===== src/rtl/wb_pkg.sv =====
// Shared types and constants for the write-back pipeline register.
// Holds the default-width bundle used by consumers that do not override DW/RW.
package wb_pkg;
  localparam int DW_DEF   = 32;
  localparam int RW_DEF   = 5;
  localparam int ZERO_REG = 0;

  typedef struct packed {
    logic [DW_DEF-1:0] wd;
    logic [RW_DEF-1:0] rd;
    logic              regw;
    logic              mem2r;
  } wb_pl_t;
endpackage


===== src/rtl/wb_pipe_reg_if.sv =====
// MEM -> WB bundle handshake: upstream (in_*) and write-back (out_*) sides.
interface wb_pipe_reg_if
  import wb_pkg::*;
#(
  parameter int DW = DW_DEF,
  parameter int RW = RW_DEF
);
  logic          in_valid;
  logic          in_ready;
  logic [DW-1:0] in_wd;
  logic [RW-1:0] in_rd;
  logic          in_regw;
  logic          in_mem2r;
  logic          out_valid;
  logic          out_ready;
  logic [DW-1:0] out_wd;
  logic [RW-1:0] out_rd;
  logic          out_regw;
  logic          out_mem2r;

  modport master (
    output in_valid, in_wd, in_rd, in_regw, in_mem2r, out_ready,
    input  in_ready, out_valid, out_wd, out_rd, out_regw, out_mem2r
  );

  modport slave (
    input  in_valid, in_wd, in_rd, in_regw, in_mem2r, out_ready,
    output in_ready, out_valid, out_wd, out_rd, out_regw, out_mem2r
  );
endinterface


===== src/rtl/wb_pipe_slot.sv =====
// One pipeline slot: valid flag plus payload, with load enable, flush and async reset.
module wb_pipe_slot #(
  parameter int W = 1
) (
  input  logic         clk,
  input  logic         rst_n,
  input  logic         flush,
  input  logic         ld,
  input  logic         d_vld,
  input  logic [W-1:0] d_pl,
  output logic         q_vld,
  output logic [W-1:0] q_pl
);
  always_ff @(posedge clk or negedge rst_n) begin
    if (!rst_n) begin
      q_vld <= 1'b0;
      q_pl  <= '0;
    end else begin
      if (flush)   q_vld <= 1'b0;
      else if (ld) q_vld <= d_vld;
      // Bubbles moving in leave the old payload in place; only real data is written.
      if (!flush && ld && d_vld) q_pl <= d_pl;
    end
  end
endmodule


===== src/rtl/wb_pipe_reg.sv =====
// Elastic MEM->WB pipeline register: STAGES slots, backpressure, flush,
// occupancy count and a combinational forwarding lookup for the hazard unit.
module wb_pipe_reg
  import wb_pkg::*;
#(
  parameter int DW     = DW_DEF,
  parameter int RW     = RW_DEF,
  parameter int STAGES = 1
) (
  input  logic                             clk,
  input  logic                             rst_n,
  input  logic                             flush,
  wb_pipe_reg_if.slave                     bus,
  output logic [$clog2(STAGES+1)-1:0]      occupancy,
  input  logic [RW-1:0]                    q_rs,
  output logic                             q_hit,
  output logic [DW-1:0]                    q_data
);
  localparam int OW = $clog2(STAGES+1);

  typedef struct packed {
    logic [DW-1:0] wd;
    logic [RW-1:0] rd;
    logic          regw;
    logic          mem2r;
  } pl_t;

  logic [STAGES-1:0]       vld;
  logic [STAGES-1:0]       adv;
  pl_t  [STAGES-1:0]       pl_q;
  pl_t                     in_pl;
  logic [OW-1:0]           occ_q;
  logic                    acc, cons;

  assign in_pl = '{wd: bus.in_wd, rd: bus.in_rd, regw: bus.in_regw, mem2r: bus.in_mem2r};

  // A slot may move when every slot from it to the tail is full only if the tail drains.
  always_comb begin
    logic all_v;
    all_v = 1'b1;
    adv   = '0;
    for (int i = STAGES-1; i >= 0; i--) begin
      all_v  = all_v & vld[i];
      adv[i] = bus.out_ready | !all_v;
    end
  end

  for (genvar i = 0; i < STAGES; i++) begin : g_slot
    logic d_vld;
    pl_t  d_pl;
    if (i == 0) begin : g_head
      assign d_vld = bus.in_valid;
      assign d_pl  = in_pl;
    end else begin : g_body
      assign d_vld = vld[i-1];
      assign d_pl  = pl_q[i-1];
    end
    wb_pipe_slot #(.W($bits(pl_t))) u_slot (
      .clk   (clk),
      .rst_n (rst_n),
      .flush (flush),
      .ld    (adv[i]),
      .d_vld (d_vld),
      .d_pl  (d_pl),
      .q_vld (vld[i]),
      .q_pl  (pl_q[i])
    );
  end

  assign bus.in_ready  = adv[0];
  assign bus.out_valid = vld[STAGES-1];
  assign bus.out_wd    = pl_q[STAGES-1].wd;
  assign bus.out_rd    = pl_q[STAGES-1].rd;
  assign bus.out_mem2r = pl_q[STAGES-1].mem2r;
  // Never let the register file write from a bubble.
  assign bus.out_regw  = pl_q[STAGES-1].regw & vld[STAGES-1];

  assign acc  = bus.in_valid & adv[0];
  assign cons = vld[STAGES-1] & bus.out_ready;

  always_ff @(posedge clk or negedge rst_n) begin
    if (!rst_n)     occ_q <= '0;
    else if (flush) occ_q <= '0;
    else            occ_q <= occ_q + OW'(acc) - OW'(cons);
  end
  assign occupancy = occ_q;

  // Scan oldest to youngest so the youngest match wins.
  always_comb begin
    q_hit  = 1'b0;
    q_data = '0;
    for (int i = STAGES-1; i >= 0; i--) begin
      if (vld[i] && pl_q[i].regw && (pl_q[i].rd == q_rs) && (q_rs != RW'(ZERO_REG))) begin
        q_hit  = 1'b1;
        q_data = pl_q[i].wd;
      end
    end
  end
endmodule


===== src/flat_wrapper.sv =====
// flat-port wrapper written by rule: the top's interface ports become plain ports
module wb_pipe_reg_flat import wb_pkg::*;
#(
  parameter int DW     = DW_DEF,
  parameter int RW     = RW_DEF,
  parameter int STAGES = 1
)
  (clk, rst_n, flush, occupancy, q_rs, q_hit, q_data, bus_in_valid, bus_in_wd, bus_in_rd, bus_in_regw, bus_in_mem2r, bus_out_ready, bus_in_ready, bus_out_valid, bus_out_wd, bus_out_rd, bus_out_regw, bus_out_mem2r);
  wb_pipe_reg_if #(.DW(DW), .RW(RW)) bus_i ();
  input  logic clk;
  input  logic rst_n;
  input  logic flush;
  output logic [$clog2(STAGES+1)-1:0] occupancy;
  input  logic [RW-1:0] q_rs;
  output logic q_hit;
  output logic [DW-1:0] q_data;
  input wire logic [$bits(bus_i.in_valid)-1:0] bus_in_valid;
  input wire logic [$bits(bus_i.in_wd)-1:0] bus_in_wd;
  input wire logic [$bits(bus_i.in_rd)-1:0] bus_in_rd;
  input wire logic [$bits(bus_i.in_regw)-1:0] bus_in_regw;
  input wire logic [$bits(bus_i.in_mem2r)-1:0] bus_in_mem2r;
  input wire logic [$bits(bus_i.out_ready)-1:0] bus_out_ready;
  output wire logic [$bits(bus_i.in_ready)-1:0] bus_in_ready;
  output wire logic [$bits(bus_i.out_valid)-1:0] bus_out_valid;
  output wire logic [$bits(bus_i.out_wd)-1:0] bus_out_wd;
  output wire logic [$bits(bus_i.out_rd)-1:0] bus_out_rd;
  output wire logic [$bits(bus_i.out_regw)-1:0] bus_out_regw;
  output wire logic [$bits(bus_i.out_mem2r)-1:0] bus_out_mem2r;
  assign bus_i.in_valid = bus_in_valid;
  assign bus_i.in_wd = bus_in_wd;
  assign bus_i.in_rd = bus_in_rd;
  assign bus_i.in_regw = bus_in_regw;
  assign bus_i.in_mem2r = bus_in_mem2r;
  assign bus_i.out_ready = bus_out_ready;
  assign bus_in_ready = bus_i.in_ready;
  assign bus_out_valid = bus_i.out_valid;
  assign bus_out_wd = bus_i.out_wd;
  assign bus_out_rd = bus_i.out_rd;
  assign bus_out_regw = bus_i.out_regw;
  assign bus_out_mem2r = bus_i.out_mem2r;
  wb_pipe_reg #(.DW(DW), .RW(RW), .STAGES(STAGES)) u_core (.clk(clk), .rst_n(rst_n), .flush(flush), .bus(bus_i), .occupancy(occupancy), .q_rs(q_rs), .q_hit(q_hit), .q_data(q_data));
endmodule

===== config.mk =====
export PLATFORM = sky130hd
export DESIGN_NAME = wb_pipe_reg_flat
export DESIGN_NICKNAME = d
export VERILOG_FILES = /design/src/rtl/wb_pkg.sv /design/src/rtl/wb_pipe_reg_if.sv /design/src/rtl/wb_pipe_slot.sv /design/src/rtl/wb_pipe_reg.sv /design/src/flat_wrapper.sv
export SDC_FILE = /design/constraint.sdc
export NUM_CORES = 1
export LEC_CHECK = 0
export CAP_MARGIN = 0
export CORE_ASPECT_RATIO = 1.75
export CORE_MARGIN = 3
export CORE_UTILIZATION = 38
export CTS_CLUSTER_SIZE = 10
export DETAILED_ROUTE_END_ITERATION = 12
export PLACE_DENSITY = 0.87
export SYNTH_ARGS = -nofsm -noshare
export SYNTH_HDL_FRONTEND = slang
export SYNTH_HIERARCHICAL = 1
export SYNTH_SLANG_ARGS = --single-unit

===== constraint.sdc =====
create_clock -name clk -period 1.9 [get_ports clk]
set_clock_uncertainty 0.2 [all_clocks]
set_input_delay 0.38 -clock clk [delete_from_list [all_inputs] [get_ports clk]]
set_output_delay 0.38 -clock clk [all_outputs]
set_load 0.01 [all_outputs]

# Word level (Yosys, flattened, before mapping)

Index checks and enable logic that the tools add are counted.
W data, S select, Z words.

Word-level logic and storage cells: 24
Output and inout bits: 75
Flip-flop bits (word level): 41
Input bits: 49

Bitwise gates (word level): 4
Mux-type cells: 5
Add/subtract/negate cells: 2
Equal/unequal tests: 1
Reduce and logical (&&, ||, !) cells: 9

Operator list:

| cell                | count |
|---|---|
| $mux W32            | 1 |
| $eq A5 B5 Y1        | 1 |
| $logic_and A1 B1 Y1 | 5 |
| $reduce_bool A5 Y1  | 1 |
| $mux W1             | 4 |
| $and A1 B1 Y1       | 3 |
| $logic_not A1 Y1    | 2 |
| $reduce_bool A2 Y1  | 1 |
| $add A1 B1 Y1       | 1 |
| $or A1 B1 Y1        | 1 |
| $sub A1 B1 Y1       | 1 |

# Depth between registers and ports, before layout

Gate-level depths: netlist (run 1).

Depth after elaboration: 6
Mapped depth: 5

# By module

The synthesis (run 1) kept the hierarchy.

Modules (own cells, without submodules):

| module       | sequential area each (um^2) | area an instance (um^2) | cells each | times used |
|---|---|---|---|---|
| wb_pipe_slot | 1001.0                      | 1544.0                  | 86         | 1 |
| wb_pipe_reg  | 25.0                        | 544.3                   | 59         | 1 |

# Least setup slack after synthesis (run 1)

Ideal clock, no wire load.

Path kind: reg2out
Start point: register u_core.g_slot[0].u_slot.q_pl[3]
End point: output port q_data[22]
Data arrival time: 1.486 ns
Cell stages (with the launch flop): 5
Path buffers: 1
Slack: -0.166 ns
Cells stage by stage: dfrtp_1 -> xnor2_1 -> nand4_2 -> buf_6 -> nor4b_1

Cells in the longest elaborated chain, start to end: 4

RTL lines:

| what                             | line               | source |
|---|---|---|
| from (decl)                      | wb_pipe_slot.sv:12 | `output logic [W-1:0] q_pl` |
| from (signal assigned)           | wb_pipe_slot.sv:22 | `if (!flush && ld && d_vld) q_pl <= d_pl;` |
| $eq A5 B5 Y1                     | wb_pipe_reg.sv:93  | `if (vld[i] && pl_q[i].regw && (pl_q[i].rd == q_rs) && (q_rs != RW'(ZERO_REG))) begin` |
| $logic_and A1 B1 Y1 (2 in a row) | wb_pipe_reg.sv:93  |  |
| $mux W32                         | wb_pipe_reg.sv:93  |  |
| to (decl)                        | flat_wrapper.sv:16 | `output logic [DW-1:0] q_data;` |

No other way between the ends.

# Final worst setup path (run 1)

Start point: register u_core.g_slot[0].u_slot.q_pl[3]
End point: output port q_data[21]

Same word-level chain as after synthesis.

==> summary.md, run 1 <==
In the layout the commonest cells are 76 x sky130_fd_sc_hd__clkdlybuf4s50_1, 41 x sky130_fd_sc_hd__dfrtp_1, 36 x sky130_fd_sc_hd__buf_2. Yosys attributes the largest share of cell area to sky130_fd_sc_hd__dfrtp_1 49%, sky130_fd_sc_hd__mux2_2 16%, sky130_fd_sc_hd__nor4b_1 12%. The library cell used most frequently in the layout, excluding fill and tap cells, is sky130_fd_sc_hd__clkdlybuf4s50_1. The completed layout was analyzed and its total power is 2990 µW. The floorplan step set the die height to 104 µm. The logs give 0.00181 µW for the reported leakage power and 0.793 for the final RePlAce weighted congestion. The worst setup path is launched from a flip-flop. The largest net degree at the start of global routing was 25; the total of flip-flops plus latches after synthesis was 41.

Count of clock tree sinks: 41. The tools report the clock latency reported for the late side of the worst-skew pair as 0.29 ns. Count of unresolved DRC violations after routing: 0. Class of the tightest hold or removal check: flip-flop to flip-flop.

At the end of the flow, the number of nets in the layout was 345. The final wirelength is 7.19 mm. The final reports fail on setup timing. The fraction of final layout cells sized beyond drive strength 1 came out at 53.5%. For the worst setup path, the data required time is 1.32 ns. The maximum count of clock buffers along a single path was 2; the horizontal extent of the die was 62.0 µm.

The post-synthesis instance area came out at 2090 µm². For this run, the slowest stage of the critical path takes 0.41 ns. The largest individual stage delay along the critical path comes from the cell sky130_fd_sc_hd__dfrtp_1. In the final routed layout, each cell accounts on average for 19.4 µm.

The start point of the worst hold path is u_core/g_slot[0].u_slot/q_pl[0]. After clock tree synthesis, the clock-pin slew on the worst setup and hold paths is 0.08 ns. The signal on the critical path passes through xnor2_2 -> nand4_4 -> buf_12 -> buf_16 -> nor4b_2 -> buf_2.

TritonCTS built the clock tree. 0 antenna diodes ended up in the layout. The post-synthesis average cell area works out to 14.4 µm².

The worst-case hold slack is 0.321 ns, and the number of failing hold endpoints at the final stage is 0. The critical path is of the flip-flop to primary output type. After detailed routing, the number of vias per cell comes to 4.98. The worst IR drop on VDD came out at 0.536 mV. The final period utilization is 127%.

The flow ran to the end, but the final reports show violations. Power density relative to cell area: 714 nW/µm². Initial antenna violation count: 0. Once layout is complete, the cells apart from fillers number 371. The kind of capture point of the worst setup path is a primary output. The run gives 6 as the count of yosys warnings during synthesis.

TritonCTS created 5 clock buffers. The most critical setup path has its startpoint at u_core/g_slot[0].u_slot/q_pl[3]. For the worst setup path, the data arrival time is 1.84 ns.

The area growth from synthesis to layout is 100%. The tools report the number of max-slew violations in the final report as 0. At the pin with the least slew margin, the transition time is 0.490 ns.

Derived from the worst setup path, the maximum achievable clock frequency is 414 MHz. The post-synthesis cell type with the largest combined area was sky130_fd_sc_hd__dfrtp_1. The logs give 23.1% for the total track usage and 2 for the number of H-tree levels.

Setup repair after global routing could not meet its margin everywhere. For the finished layout, the period the worst path requires is 2.42 ns. In this run the worst path has a maximum fanout of 8.

Detailed placement ended at an HPWL of 4.66 mm. The logs give 1846 for the total via count in the routed design and 3690 µm² for the area after detailed placement. The via count of the first global-routing pass is 2090, and the share of the synthesized area in the top cell type is 49.1%. For this run the aggregate overflow at the end of global routing stands at 0. The number of nets handed over by synthesis was 194.

The number of cells after detailed placement came out at 347. The finished cells cover 4180 µm². The initial standard-cell utilization of the core was 39.4%; the count of buffer and inverter cells on the critical path was 3.

Of the synthesized area, sequential elements account for 49.1%. The total of fill cells in the finished design is 320, and the residual antenna-violating net count after detailed routing is 0. The final number of setup-violating endpoints was 33.

Cell type group with the largest total delay on the critical path: buffers and inverters. The cell sitting at the root of the clock tree is a sky130_fd_sc_hd__clkbuf_8. The first TritonRoute pass finished after 4 iterations. The tools report the worst relative slew slack as 67.3%. In this run the critical register-to-register path is launched from u_core/g_slot[0].u_slot/q_vld. The run gives 35 as the total number of placement rows. The total area inside the core boundary comes to 5300 µm². Synthesis instantiated 24 different standard cells from the library. Summed over all failing endpoints, the final setup total negative slack is -15.03 ns.

The first global-routing pass estimated 11.1 mm of wire. Max-cap violations in this run came to 0. During placement, the flow inserted port buffers numbering 123. Synthesis handed over a netlist of 145 instances. Initial detailed-routing violation count: 57.

For the number of top-level design ports, the log shows 124. The logs give 6460 µm² for the die footprint and -0.515 ns for the post-layout worst setup margin.
-- synthesized netlist by cell type, drive strengths merged --
cell type and count:
nor2 2, a21oi 1, xnor2 5, nor4b 32, a21o 1, nor3 1
clkbuf 3, nand3 1, and2 1, mux2i 1, nand3b 2, nand2 1
nand4 1, buf 10, nand2b 2, mux2 39, or4 1, dfrtp 41
-- worst paths after layout --
path | to | slack, ns | cells past startpoint
max reg2reg | u_core/g_slot[0].u_slot/q_pl[20] | 0.24 | 6
min in group asynchronous | u_core/g_slot[0].u_slot/q_pl[14] | 0.37 | 2
min | u_core/g_slot[0].u_slot/q_pl[0] | 0.32 | 1
max in group asynchronous | u_core/g_slot[0].u_slot/q_pl[21] | 0.62 | 3
max | q_data[21] | -0.52 | 6
min reg2reg | u_core/g_slot[0].u_slot/q_pl[0] | 0.32 | 1
-- layer usage --
layer,global-route usage [%],vias up,wire [µm]
met5,0,-,0
met4,8.50,0,273
met3,4.47,20,376
met2,41.3,80,4160
met1,24.9,894,2390
li1,-,852,-
-- registers in the layout, indices dropped and copies added, names as in the netlist --
register and count:
u_core/occupancy 1, u_core/g_slot.u_slot/q_pl 39, u_core/g_slot.u_slot/q_vld 1
-- final cells by class --
| cell class | instances | area [µm²] | area share [%] |
|---|---|---|---|
| clock buffer | 7 | 86.3 | 2.06 |
| clock inverter | 1 | 30.0 | 0.718 |
| multi-input combinational | 91 | 1370 | 32.8 |
| sequential | 41 | 1030 | 24.5 |
| tap | 74 | 92.6 | 2.21 |
| timing repair buffer | 157 | 1580 | 37.7 |
-- cell families (layout without fill, tap and decap cells) --
kind of cell | after synthesis | in the layout | share of synthesized area (%)
buf+inv | 13 | 165 | 5.51
mux | 40 | 40 | 23.3
simple gates | 44 | 44 | 19.4
compound gates | 2 | 2 | 0.599
flops | 41 | 41 | 49.1
xor+xnor | 5 | 5 | 2.10
-- per-stage QoR --
step           utilization, %  worst slack, ns
2_1_floorplan               -          -0.0403
3_3_place_gp             69.6           -0.981
3_5_place_dp             69.6            -1.00
4_1_cts                  76.0           -0.473
5_1_grt                  78.9           -0.606
6_report                 78.9           -0.515
-- worst reg2reg max path: cells and delay by family, from the launching register on --
family                 cells  cell delay (ns)
buffers and inverters      3             0.46
DFF                        1             0.35
muxes                      1             0.36
and+or+nand+nor            2             0.17
-- power breakdown --
group,total (µW),internal [µW],switching [µW]
Clock,737,429,308
Combinational,1120,684,432
Sequential,1140,1020,119
Total,2990,2130,858
-- what timing repair did --
action,CTS,global route
setup buffers,9,1
hold endpoints to repair,17,0
pin swaps,7,7
setup endpoints to repair,38,35
gates cloned,6,0
hold buffers,1,0
resized for setup,193,22
Power figures use the tool's default switching activity.
==> run 2, diff against run 1 <==
--- a/config.mk
+++ b/config.mk
@@ -16,3 +16,4 @@
 export SYNTH_HDL_FRONTEND = slang
 export SYNTH_HIERARCHICAL = 1
 export SYNTH_SLANG_ARGS = --single-unit
+export TNS_END_PERCENT = 100
==> results of run 2 <==
The final DEF is identical to that of run 1; final timing and power are the same.
==> run 3, diff against run 2 <==
--- a/config.mk
+++ b/config.mk
@@ -11,7 +11,7 @@
 export CORE_UTILIZATION = 38
 export CTS_CLUSTER_SIZE = 10
 export DETAILED_ROUTE_END_ITERATION = 12
-export PLACE_DENSITY = 0.87
+export PLACE_DENSITY = 0.89
 export SYNTH_ARGS = -nofsm -noshare
 export SYNTH_HDL_FRONTEND = slang
 export SYNTH_HIERARCHICAL = 1
==> summary.md, run 3 (same netlist as run 1, synthesis figures left out) <==
The run gives 1904 (+3.1%) as the total via count in the routed design. The net switching power figure is 812 µW (-5.3%), and the final number of setup-violating endpoints is 33 (unchanged). The final layout net count was 347 (+0.58%).

The worst IR drop on VDD is 0.595 mV (+11%). The total area of multi-input combinational cells was 1300 µm² (-5.4%); the clock-pin transition on the worst setup and hold timing paths was 0.08 ns (about the same). The clock latency reported for the late side of the worst-skew pair was 0.28 ns (about the same); the wire length per cell after detailed routing was 19.1 µm (-1.5%).

The internal power component came out at 1920 µW (-9.9%). The worst setup path is captured at a primary output. Number of flip-flops under the largest register name: 39 (unchanged). The worst setup path category was flip-flop to primary output. The number of buffers added by the clock tree synthesis step is 5 (unchanged), and the final period utilization is 124% (-3.2 points).

More flip-flops sit in one register than any other, and that register is u_core/g_slot.u_slot/q_pl. The run gives 0.823 (+3.8%) as the final RePlAce weighted congestion. Highest net fanout along the worst path: 5 (-3). The fraction of final layout cells sized beyond drive strength 1 was 53.9% (+0.34 points); the number of cells in the finished layout apart from fillers was 371 (unchanged). The layout overhead on the synthesized area is 93.7%. Number of failing hold endpoints at the final stage: 0 (unchanged). TritonCTS built the clock tree. The number of search-and-repair iterations in the first detailed-routing pass came out at 4 (unchanged). The slew at the pin closest to its max-slew limit came out at 0.260 ns (-0.230 ns).

The proportion of power drawn by the clock network was 19.1% (-5.6 points); the fraction of power spent switching nets was 29.7% (+1.0 points). The tools report the area inside the core boundary as 5300 µm² (unchanged). Setup repair after global routing could not meet its margin everywhere.

The tools report the die footprint as 6460 µm² (unchanged). The run gives 39.4% (unchanged) as the initial standard-cell utilization of the core. The average vias per placed instance was 5.13 (+3.1%); the number of max-slew violations in the final report was 0 (unchanged).

The power density relative to cell area came out at 675 nW/µm² (-5.5%). The total of fill cells in the finished design is 333 (+4.1%), and the overflow left after global routing is 0 (unchanged). The tools report the combined flip-flop and latch cell area as 1030 µm² (unchanged). Setup slack after placement: -0.976 ns (+0.0235 ns).

The run gives 0 (unchanged) as the count of inserted antenna diode cells. The run gives 425 MHz (+2.6%) as the upper clock frequency limit. The tools report the count of unresolved DRC violations after routing as 0 (unchanged). Proportion of power drawn by combinational gates: 39.4% (+2.1 points).

The run gives 41.5% (+3.5 points) as the proportion of power drawn by flip-flops and latches. The vertical die dimension was 104 µm (unchanged); the total track usage was 22.6% (-0.47 points). Most common cell after layout, fill and taps aside: sky130_fd_sc_hd__clkdlybuf4s50_1.

The run gives 7.09 mm (-1.5%) as the final wirelength. The final setup TNS was -12.78 ns (+2.25 ns). For the critical path arrival, the log shows 1.77 ns (-0.07 ns). The startpoint type of the worst setup path was a flip-flop. The tools report the reported leakage power as 0.00177 µW (-2.5%). The post-layout worst setup margin was -0.454 ns (+0.0614 ns); the wire length of the first global-routing pass was 10.8 mm (-2.7%). The minimum period implied by the final worst setup slack works out to 2.35 ns (-0.0614 ns). The required arrival time at the worst endpoint was 1.32 ns (about the same).

For the via count of the first global-routing pass, the log shows 2116 (+1.2%). The initial antenna violation count is 0 (unchanged). The logs give 2 (unchanged) for the number of H-tree levels and 4.68 mm (+0.44%) for the placed wire-length estimate. The count of port buffers added during placement works out to 123 (unchanged). The run gives 2 (unchanged) as the maximum count of clock buffers along a single path. The number of top-level design ports is 124 (unchanged), and the horizontal extent of the die is 62.0 µm (unchanged).

The tools report the total number of placement rows as 35 (unchanged). The residual antenna-violating net count after detailed routing came out at 0 (unchanged). Clock tree synthesis selected as its root buffer the cell sky130_fd_sc_hd__clkbuf_8. The flow ran to the end, but the final reports show violations. The run gives 41 (unchanged) as the count of clock tree sinks. The top cell types in the final layout, fill and taps aside, are 76 x sky130_fd_sc_hd__clkdlybuf4s50_1, 41 x sky130_fd_sc_hd__dfrtp_1, 36 x sky130_fd_sc_hd__buf_2. The checks that failed: setup timing. Largest net degree at the start of global routing: 42 (+68%).

The min-delay analysis places its worst path in the category flip-flop to flip-flop. The logs give 22 (-61%) for the initial detailed-routing violation count and 0 (unchanged) for the number of maximum-capacitance constraint violations. For the worst relative slew slack, the log shows 82.7% (+15 points).

The run gives 350 (+0.86%) as the number of cells after detailed placement.
run 3: path summary, 6_finish.rpt:
| kind | start | endpoint | slack, ns | cells after the start |
|---|---|---|---|---|
| min | u_core/g_slot[0].u_slot/q_pl[1] | u_core/g_slot[0].u_slot/q_pl[1] | 0.31 | 1 |
| max in group asynchronous | rst_n | u_core/g_slot[0].u_slot/q_pl[2] | 0.88 | 3 |
| max | u_core/g_slot[0].u_slot/q_pl[6] | q_data[9] | -0.45 | 6 |
| min reg2reg | u_core/g_slot[0].u_slot/q_pl[1] | u_core/g_slot[0].u_slot/q_pl[1] | 0.31 | 1 |
| min in group asynchronous | rst_n | u_core/g_slot[0].u_slot/q_pl[24] | 0.40 | 3 |
| max reg2reg | u_core/g_slot[0].u_slot/q_vld | u_core/g_slot[0].u_slot/q_pl[6] | 0.21 | 6 |
run 3: critical path: stages (launching register included):
cell	delay, ns
sky130_fd_sc_hd__dfrtp_1	0.41
sky130_fd_sc_hd__xnor2_2	0.15
sky130_fd_sc_hd__nand4_2	0.14
sky130_fd_sc_hd__buf_6	0.17
sky130_fd_sc_hd__clkbuf_16	0.16
sky130_fd_sc_hd__nor4b_2	0.25
sky130_fd_sc_hd__buf_2	0.20
run 3: final cells by class:
type | count | share of cell area [%]
clock buffer | 5 | 1.70
clock inverter | 1 | 0.124
multi-input combinational | 91 | 32.1
sequential | 41 | 25.4
tap | 74 | 2.29
timing repair buffer | 159 | 38.4
run 3: layer usage:
metal | part of all wire [%] | GRT usage [%] | vias up
met3 | 5.3 | 4.35 | 23
met5 | 0 | 0 | -
met2 | 58 | 41.0 | 81
met4 | 4.5 | 9.56 | 0
li1 | - | - | 848
met1 | 32 | 23.2 | 952
run 3: per-stage QoR:
stage / instance area (µm²) / hold WS (ns) / total power (µW) / util, %
after detailed placement: 3680 / 0.173 / 2110 / 69.5
final: 4050 / 0.306 / 2730 / 76.3
after global placement: 3680 / 0.167 / 2090 / 69.5
after floorplan: 2240 / -0.116 / 1540 / -
after global routing: 4050 / 0.341 / 2860 / 76.3
after CTS: 3980 / 0.311 / 2720 / 75.1
run 3: power by group through the flow:
stage | registers, µW | clock network (µW) | logic, µW
6_report | 1130 | 523 | 1080
4_1_cts | 1130 | 550 | 1040
3_5_place_dp | 1140 | 0 | 974
2_1_floorplan | 1190 | 0 | 351
3_3_place_gp | 1130 | 0 | 958
5_1_grt | 1150 | 572 | 1130
run 3: what timing repair did:
action | CTS | global route
pin swaps | 6 | 4
endpoints found under the setup margin | 39 | 35
hold endpoints to repair | 41 | 0
buffers inserted | 9 | 0
gates cloned | 6 | 1
hold buffers | 1 | 0
resized for setup | 186 | 16
==> edit (settings of run 3) <==
Change the package constant `DW_DEF` from 32 to 48.
--- a/src/rtl/wb_pkg.sv
+++ b/src/rtl/wb_pkg.sv
@@ -3,3 +3,3 @@
 package wb_pkg;
-  localparam int DW_DEF   = 32;
+  localparam int DW_DEF   = 48;
   localparam int RW_DEF   = 5;
Interface: changed (resized bus_in_wd, bus_out_wd and q_data); port bits go from 124 to 172. The function was not compared with the original's and may differ.
==> edit against run 3 <==
The run still ends with setup timing left; cell count increased by 39%; worst hold slack lost 0.00063 ns; total power up 75%; sequential share of layout area fell by 1.8 points; sequential cell count up 16; register-to-register slack got worse by 0.05 ns; design area rose by 50%; wire length rose by 70%; critical path depth stayed put; clock power grew to 2.7 times the old value; synthesized cell count grew 39%; count of clock-buffer cells in the layout increased by 10; synthesized area up 44%; setup slack worse by 0.075 ns; critical path type unchanged; critical endpoint is now q_data[13].
==> edit: results (changes against run 3) <==
Global routing
  – Number of global-route vias before repair: 2981 (was 2116)
  – GR Util All Layers: 26.0% (was 22.6%)
  – Largest net degree at the start of global routing: 58 (was 42)
  – Global-route wire length before repair: 17100 um (was 10800 um)

Layout
  – Nets: 487 (was 347)
  – Max FFs per register: 55 (was 39)

Clock tree
  – Total CTS buffers: 9 (was 5)
  – H-tree levels: 3 (was 2)
  – CTS Root Cell: clkbuf_16 (was clkbuf_8)
  – CTS clk-pin slew, worst paths: 0.05 ns (was 0.08 ns)

Synthesis
  – Synth top area cells: dfrtp_1, mux2_4, nor4b_1, buf_12, mux2_2 (was dfrtp_1, mux2_2, nor4b_1, mux2_4, buf_6)
  – Synth Area in Compound Gates: 0.417% (was 0.599%)
  – Synth Area in XOR/XNOR: 1.46% (was 2.10%)
  – Mux cell area share after synthesis: 27.3% (was 23.3%)
  – Post-synth top cells: dfrtp_1, mux2_4, nor4b_1, buf_2, clkbuf_1 (was dfrtp_1, mux2_2, nor4b_1, mux2_4, buf_6)

Routing
  – Routed vias/inst: 5.31 (was 5.13)
  – Via count: 2728 (was 1904)
  – Initial DRC count: 140 (was 22)

Place
  – Placed wire-length estimate: 7210 um (was 4680 um)
  – Placed Cells: 475 (was 350)
  – I/O Buffers: 171 (was 123)

Setup path
  – Critical Path Start: u_core/g_slot[0].u_slot/q_pl[4] (was u_core/g_slot[0].u_slot/q_pl[6])
  – RR Endpoint: u_core/g_slot[0].u_slot/q_pl[31] (was u_core/g_slot[0].u_slot/q_pl[6])
  – Worst EP arrival: 1.85 ns (was 1.77 ns)
  – R2r setup slk: 0.16 ns (was 0.21 ns)

Pwr
  – VDD IR max: 558 uV (was 595 uV)
  – Leakage: 2.76 nW (was 1.77 nW)

Outcome
  – Failing checks: setup timing (unchanged)
  – Status: finished, violations left (unchanged)

Min path
  – Hold EP: u_core/g_slot[0].u_slot/q_pl[0] (was u_core/g_slot[0].u_slot/q_pl[1])
  – Hold_sp: u_core/g_slot[0].u_slot/q_pl[0] (was u_core/g_slot[0].u_slot/q_pl[1])

Timing
  – Slew Limit Headroom: 79.0% (was 82.7%)
  – Setup ws final: -0.529 ns (was -0.454 ns)
  – Final setup vio count: 49 (was 33)
-- edit: changes by cell type in the layout (fill, tap and decap cells not counted), sizes merged --
cell	delta
nor4b	+16
clkdlybuf4s15	+1
dfrtp	+16
mux2	+16
bufbuf	+1
dlymetal6s2s	-1
clkinv	-1
clkdlybuf4s50	+26
clkbuf	+13
dlygate4sd2	+5
buf	+37
-- edit: final cells by class --
type | instances | area (sq um)
multi-input combinational | 123 | 1950
sequential | 57 | 1430
clock buffer | 15 | 258
tap | 88 | 110
timing repair buffer | 231 | 2310
fill | 437 | 1570
-- edit: cell families (layout without fill, tap and decap cells) --
| kind of cell | after synthesis | in the layout |
|---|---|---|
| and+or+nand+nor | 60 | 60 |
| muxes | 56 | 56 |
| DFF | 57 | 57 |
| AOI/OAI and AO/OA | 2 | 2 |
| xor gates and xnor gates | 5 | 5 |
| buffers and inverters | 21 | 246 |
-- edit: layer usage --
metal | share of wire (%) | global-route usage (%) | vias up
li1 | - | - | 1210
met1 | 34 | 26.8 | 1384
met2 | 59 | 48.7 | 110
met3 | 4.4 | 5.29 | 24
met4 | 2.5 | 11.7 | 0
met5 | 0 | 0 | -
-- edit: metrics by stage --
step	cell area, sq um	setup slack, ns
floorplan	3180	-0.0866
global placement	5130	-1.12
detailed placement	5130	-1.18
CTS	5830	-0.488
global route	6050	-0.585
finish	6050	-0.529
-- edit: report_power, final --
group          switching (mW)  internal [mW]
logic                   0.657           1.11
registers               0.178           1.42
clock network           0.513          0.910
total                    1.35           3.44
-- edit: how the worst max path moves through the flow --
stage | endpoint | cells past startpoint
finish | q_data[13] | 6
global route | q_data[13] | 6
CTS | q_data[25] | 6
detailed placement | q_data[11] | 6
global placement | q_data[3] | 6
floorplan | q_data[29] | 5
-- edit: worst max-delay path: stages (launching register included) --
cell       delay (ns)
dfrtp_1          0.39
xnor2_1          0.16
nand4_1          0.13
buf_6            0.19
clkbuf_16        0.20
nor4b_2          0.26
buf_2            0.18
-- edit: what timing repair did --
action	CTS	global route
setup buffers	10	1
resized for setup	305	27
endpoints found under the setup margin	61	52
cloned	10	2
hold buffers	1	0
pin swaps	7	1
endpoints found under the hold margin	57	0
